===== config.mk =====
export PLATFORM = sky130hd
export DESIGN_NAME = i2c_target
export DESIGN_NICKNAME = d
export VERILOG_FILES = /design/src/rtl/i2c_pkg.sv /design/src/rtl/i2c_line_sync.sv /design/src/rtl/i2c_target.sv
export SDC_FILE = /design/constraint.sdc
export NUM_CORES = 1
export LEC_CHECK = 0
export ABC_AREA = 0
export CORE_MARGIN = 5
export CORE_UTILIZATION = 55
export DETAILED_ROUTE_END_ITERATION = 7
export PLACE_DENSITY_LB_ADDON = 0.08
export SLEW_MARGIN = 20
export SYNTH_ARGS = -nofsm -noshare
export SYNTH_HDL_FRONTEND = slang
export SYNTH_SLANG_ARGS = --single-unit
export TNS_END_PERCENT = 50

===== constraint.sdc =====
create_clock -name clk -period 2.6 [get_ports clk]
set_input_delay 0.26 -clock clk [delete_from_list [all_inputs] [get_ports clk]]
set_output_delay 0.26 -clock clk [all_outputs]
set_load 0.02 [all_outputs]

===== src/rtl/i2c_pkg.sv =====
// Shared types and constants for the I2C target.
package i2c_pkg;

  typedef enum logic [2:0] {
    ST_IDLE,
    ST_ADDR,
    ST_ADDR_ACK,
    ST_WRITE,
    ST_WRITE_ACK,
    ST_READ,
    ST_READ_ACK,
    ST_IGNORE
  } i2c_state_t;

  localparam logic I2C_WRITE  = 1'b0;
  localparam logic I2C_READ   = 1'b1;
  localparam int   I2C_ADDR_W = 7;

endpackage


===== src/rtl/i2c_line_sync.sv =====
// Two-flop synchronizer for one bus line, plus a history flop for edge detection.
module i2c_line_sync (
  input  logic clk,
  input  logic rst_n,
  input  logic din,
  output logic level,
  output logic rise,
  output logic fall
);

  logic sync1_q, sync2_q, hist_q;
  logic sync1_d, sync2_d, hist_d;

  always_comb begin
    sync1_d = din;
    sync2_d = sync1_q;
    hist_d  = sync2_q;
  end

  // Idle bus is high, so reset to 1 to avoid a spurious edge on release.
  always_ff @(posedge clk or negedge rst_n) begin
    if (!rst_n) begin
      sync1_q <= 1'b1;
      sync2_q <= 1'b1;
      hist_q  <= 1'b1;
    end else begin
      sync1_q <= sync1_d;
      sync2_q <= sync2_d;
      hist_q  <= hist_d;
    end
  end

  assign level = sync2_q;
  assign rise  = sync2_q & ~hist_q;
  assign fall  = ~sync2_q & hist_q;

endmodule


===== src/rtl/i2c_target.sv =====
// I2C target: fixed 7-bit address, byte-wide write strobe and read request interface.
module i2c_target
  import i2c_pkg::*;
#(
  parameter logic [I2C_ADDR_W-1:0] ADDR = 7'h50
) (
  input  logic       clk,
  input  logic       rst_n,
  input  logic       scl,
  input  logic       sda_in,
  output logic       sda_oe,
  output logic       wr_valid,
  output logic [7:0] wr_data,
  output logic       rd_req,
  input  logic [7:0] rd_data,
  output logic       busy
);

  logic scl_lvl, scl_rise, scl_fall;
  logic sda_lvl, sda_rise, sda_fall;
  logic start, stop;

  i2c_line_sync u_scl_sync (.clk(clk), .rst_n(rst_n), .din(scl),
                            .level(scl_lvl), .rise(scl_rise), .fall(scl_fall));
  i2c_line_sync u_sda_sync (.clk(clk), .rst_n(rst_n), .din(sda_in),
                            .level(sda_lvl), .rise(sda_rise), .fall(sda_fall));

  assign start = sda_fall & scl_lvl;
  assign stop  = sda_rise & scl_lvl;

  i2c_state_t state_q, state_d;
  logic [2:0] cnt_q, cnt_d;
  logic [7:0] shift_q, shift_d;
  logic       done_q, done_d;
  logic       rack_q, rack_d;
  logic       sda_oe_q, sda_oe_d;
  logic       wr_valid_q, wr_valid_d;
  logic [7:0] wr_data_q, wr_data_d;
  logic       rd_req_q, rd_req_d;
  logic       busy_q, busy_d;

  always_comb begin
    state_d    = state_q;
    cnt_d      = cnt_q;
    shift_d    = shift_q;
    done_d     = done_q;
    rack_d     = rack_q;
    sda_oe_d   = sda_oe_q;
    wr_valid_d = 1'b0;
    wr_data_d  = wr_data_q;
    rd_req_d   = 1'b0;
    busy_d     = busy_q;

    if (stop) begin
      state_d  = ST_IDLE;
      sda_oe_d = 1'b0;
      busy_d   = 1'b0;
      done_d   = 1'b0;
    end else if (start) begin
      state_d  = ST_ADDR;
      cnt_d    = 3'd7;
      done_d   = 1'b0;
      sda_oe_d = 1'b0;
      busy_d   = 1'b1;
    end else begin
      case (state_q)
        ST_IDLE: ;
        // Bits are counted on the rising edge so the SCL fall that follows
        // a START is not mistaken for the end of a bit.
        ST_ADDR, ST_WRITE: begin
          if (scl_rise) begin
            shift_d = {shift_q[6:0], sda_lvl};
            if (cnt_q == 3'd0) done_d = 1'b1;
            else               cnt_d  = cnt_q - 3'd1;
          end else if (scl_fall && done_q) begin
            done_d = 1'b0;
            cnt_d  = 3'd7;
            if (state_q == ST_ADDR) begin
              if (shift_q[7:1] == ADDR) begin
                sda_oe_d = 1'b1;
                state_d  = ST_ADDR_ACK;
              end else begin
                sda_oe_d = 1'b0;
                state_d  = ST_IGNORE;
              end
            end else begin
              wr_valid_d = 1'b1;
              wr_data_d  = shift_q;
              sda_oe_d   = 1'b1;
              state_d    = ST_WRITE_ACK;
            end
          end
        end
        ST_ADDR_ACK: begin
          if (scl_fall) begin
            sda_oe_d = 1'b0;
            if (shift_q[0] == I2C_READ) begin
              rd_req_d = 1'b1;
              state_d  = ST_READ;
            end else begin
              state_d  = ST_WRITE;
            end
          end
        end
        ST_WRITE_ACK: begin
          if (scl_fall) begin
            sda_oe_d = 1'b0;
            state_d  = ST_WRITE;
          end
        end
        // rd_data is sampled during the rd_req cycle itself.
        ST_READ: begin
          if (rd_req_q) begin
            shift_d  = rd_data;
            sda_oe_d = ~rd_data[7];
          end else if (scl_rise) begin
            if (cnt_q == 3'd0) done_d = 1'b1;
            else               cnt_d  = cnt_q - 3'd1;
          end else if (scl_fall && done_q) begin
            done_d   = 1'b0;
            sda_oe_d = 1'b0;
            state_d  = ST_READ_ACK;
          end else if (scl_fall) begin
            shift_d  = {shift_q[6:0], 1'b0};
            sda_oe_d = ~shift_q[6];
          end
        end
        ST_READ_ACK: begin
          if (scl_rise) begin
            rack_d = sda_lvl;
          end else if (scl_fall) begin
            if (!rack_q) begin
              rd_req_d = 1'b1;
              cnt_d    = 3'd7;
              state_d  = ST_READ;
            end else begin
              state_d  = ST_IGNORE;
            end
          end
        end
        ST_IGNORE: sda_oe_d = 1'b0;
        default:   state_d  = ST_IDLE;
      endcase
    end
  end

  always_ff @(posedge clk or negedge rst_n) begin
    if (!rst_n) begin
      state_q    <= ST_IDLE;
      cnt_q      <= 3'd7;
      shift_q    <= 8'h00;
      done_q     <= 1'b0;
      rack_q     <= 1'b1;
      sda_oe_q   <= 1'b0;
      wr_valid_q <= 1'b0;
      wr_data_q  <= 8'h00;
      rd_req_q   <= 1'b0;
      busy_q     <= 1'b0;
    end else begin
      state_q    <= state_d;
      cnt_q      <= cnt_d;
      shift_q    <= shift_d;
      done_q     <= done_d;
      rack_q     <= rack_d;
      sda_oe_q   <= sda_oe_d;
      wr_valid_q <= wr_valid_d;
      wr_data_q  <= wr_data_d;
      rd_req_q   <= rd_req_d;
      busy_q     <= busy_d;
    end
  end

  assign sda_oe   = sda_oe_q;
  assign wr_valid = wr_valid_q;
  assign wr_data  = wr_data_q;
  assign rd_req   = rd_req_q;
  assign busy     = busy_q;

endmodule


==> results_dict.tcl <==
set metrics [dict create \
    outcome "completed" \
    fin_crit_sh 0.753 \
    reg2reg_depth 5 \
    min_period_ns 1.96 \
    rsz0062_at_grt "false" \
    design_area_um2 2090 \
    drv.max_cap_violation_count 0 \
    start_kind "flip-flop" \
    dpl_cell_area_um2 2030 \
    final_hold_viol_count 0 \
    gp_congestion 0.917 \
    dieArea_um2 4510 \
    peakVddDrop_mv 0.373 \
    setup_ws_ns 0.642 \
    io_buffers 23 \
    cts_root_buf "clkbuf_4" \
    clock-sinks 34 \
    whs_ns 0.327 \
    core_um2 3100 \
    grt_pass1_wl_um 6270 \
    fillCellCount 281 \
    num_vias 1367 \
    crit_path_end_kind "flip-flop" \
    rows 20 \
    antenna_found_initial 0 \
    cp_max_fo 17 \
    n_antenna_cell 0 \
    timing_worst_setup_path_type "reg -> reg" \
    drtIter0Drc 99 \
    die_w_um 67.2 \
    worstPathCellList "and2b_1 > o21ai_1 > a211oi_4 > nor2_1 > a21oi_1" \
    area_growth_pct 16.4 \
    io_pins 24 \
    worst_path_max_delay_cell "a211oi_4" \
    clk_pin_slew_ns 0.11 \
    wl_per_cell_um 15.1 \
    cp.arrival_ns 2.20 \
    synthAdderAreaFrac 0.0139 \
    cts_tree "done" \
    hpwl_um 2640 \
    synth_compound_area_frac 0.183 \
    reg2reg_slack_ns 0.64 \
    cts_buffers 5 \
    cts_setup_buffers 0 \
    yosys_warnings 0 \
    drtPass1Iterations 4 \
    grt_pass1_vias 1374 \
    max_stage_delay_ns 0.66 \
    cp.required_ns 2.84 \
    fin_tns_setup_ns 0 \
    dp_cells 232 \
    slew_viol_final 0 \
    synth_edf_count 0 \
    drive_gt1_frac 0.148 \
    slew_headroom 0.537 \
    nets 209 \
    grt.overflow.total 0 \
    hp-class "in -> async" \
    synth_top_family_by_area "compound AO/OA/AOI/OAI gates" \
    ys_seq_area_frac 0.480 \
    synth_flop_cell "dfrtp_1" \
    start_util 0.579 \
    grt_max_degree 35 \
    clock_skew_ns 0.0144 \
    async_flop_share 1.00 \
    cellPowerDensity_nw_per_um2 637 \
    setup-violations-final 0 \
    cts_buffer_depth 2 \
    p_total_mw 1.33 \
    cts_resized 0 \
    r2r-start "state_q[1]" \
    avgSynthCellArea_um2 10.5 \
    cts_hold_buf 0 \
    synth.cell_area_um2 1800 \
    post-route-util 0.674 \
    pre_cts_slack_ns 0.698 \
    use_met3 0.0499 \
    grt_most_used_layer "met2" \
    met2_usage 0.299 \
    yosys.area_share.simple 0.162 \
    cts_htree_levels 2 \
    insertion_delay_ns 0.33 \
    p_leak_nw 0.912 \
    synthCells 172 \
    vias_per_cell 5.70 \
    r2r_end "shift_q[2]" \
    worst_slew_pin_slew_ns 0.693 \
    synth_mux_area_frac 0.106 \
    synth_seq_cells 34 \
    drcViolationCount 0 \
    synth_cell_types 47 \
    stdcell_count 240 \
    wirelength_um 3620 \
    antenna_left 0 \
    die_h_um 67.2 \
    met1_usage 0.233 \
    synth_xor_area_frac 0.00487 \
    gr-usage-all-layers 0.184 \
    timing.fmax_mhz 511 \
    syn_nets 186 \
]
[power breakdown]
group	switching (mW)	internal, mW	leakage (nW)
Clock	0.166	0.131	0.0353
Sequential	0.107	0.629	0.399
Combinational	0.154	0.147	0.477
[sequential cells by signal, summed over array words and instances, names as in the netlist]
| register | count |
|---|---|
| shift_q | 8 |
| wr_data | 8 |
| cnt_q | 3 |
| state_q | 3 |
| busy | 1 |
| done_q | 1 |
| rack_q | 1 |
| rd_req | 1 |
| sda_oe | 1 |
| u_scl_sync.hist_q | 1 |
| u_scl_sync.level | 1 |
| u_scl_sync.sync1_q | 1 |
| u_sda_sync.hist_q | 1 |
| u_sda_sync.level | 1 |
| u_sda_sync.sync1_q | 1 |
| wr_valid | 1 |
[cells in the final DEF (no fill, tap or decap), types with 2 or more instances in the layout]
cell type / n
mux2i_1: 9
nor2_2: 3
a21oi_2: 2
a211o_1: 2
inv_1: 8
o21ai_0: 5
nand2_1: 11
nand3_1: 3
o22ai_1: 3
a21oi_1: 17
nor3b_2: 2
and2b_1: 2
clkdlybuf4s50_1: 23
nor2_1: 15
dfstp_2: 10
ha_1: 2
clkbuf_4: 5
nand2b_1: 4
mux2_1: 8
nor2b_1: 2
nor3_1: 3
o21ai_1: 4
dfrtp_1: 24
o21a_1: 2
[how the worst max path moves through the flow]
stage / startpoint / to / slack (ns) / cells after the start
global placement: u_scl_sync.level / shift_q[3] / 0.76 / 4
global route: state_q[1] / shift_q[1] / 0.46 / 5
floorplan: u_scl_sync.level / wr_data[0] / 0.96 / 6
detailed placement: state_q[1] / shift_q[2] / 0.70 / 4
CTS: u_scl_sync.level / shift_q[2] / 0.67 / 5
finish: state_q[1] / shift_q[2] / 0.64 / 5
[routing by layer]
metal,wire length (µm),vias to the layer above,share of wire
li1,-,667,-
met1,1600,649,0.44
met2,1760,45,0.49
met3,210,6,0.058
met4,54,0,0.015
met5,0,-,0
[final cells by class]
| type | count | area (µm²) | area share |
|---|---|---|---|
| Multi-Input combinational cell | 122 | 846 | 0.404 |
| Inverter | 8 | 30.0 | 0.0144 |
| Tap cell | 44 | 55.1 | 0.0263 |
| Clock inverter | 1 | 5.00 | 0.00239 |
| Clock buffer | 7 | 55.1 | 0.0263 |
| Timing Repair Buffer | 24 | 238 | 0.114 |
| Sequential cell | 34 | 863 | 0.413 |
[synth_stat cells (all sizes together), types with 2 or more instances]
master / number / share of area
a311oi: 2 / 0.013
o21a: 2 / 0.0083
o21ai: 9 / 0.025
nor2b: 2 / 0.0070
ha: 2 / 0.014
and2b: 2 / 0.0083
o22ai: 3 / 0.010
nand2b: 4 / 0.014
nand2: 11 / 0.023
a211oi: 2 / 0.015
nor3b: 2 / 0.014
buf: 8 / 0.033
dfrtp: 24 / 0.33
nor2: 18 / 0.042
nor3: 3 / 0.0083
a211o: 2 / 0.0097
mux2: 9 / 0.056
a21oi: 19 / 0.057
nand3: 3 / 0.0083
mux2i: 9 / 0.050
inv: 8 / 0.017
dfstp: 10 / 0.15
[kinds of logic (layout without fill, tap and decap cells)]
kind of cell | after synthesis | after routing
adders and majority gates | 2 | 2
and+or+nand+nor | 53 | 53
muxes | 18 | 18
buffers and inverters | 16 | 40
DFF | 34 | 34
AOI/OAI and AO/OA | 48 | 48
xor gates and xnor gates | 1 | 1
[worst max-delay path: cells and delay by family (launching register included)]
kind	cells	cell delay, ns
compound gates	3	0.91
flops	1	0.57
simple gates	2	0.39
(Power assumes the default switching activity.)
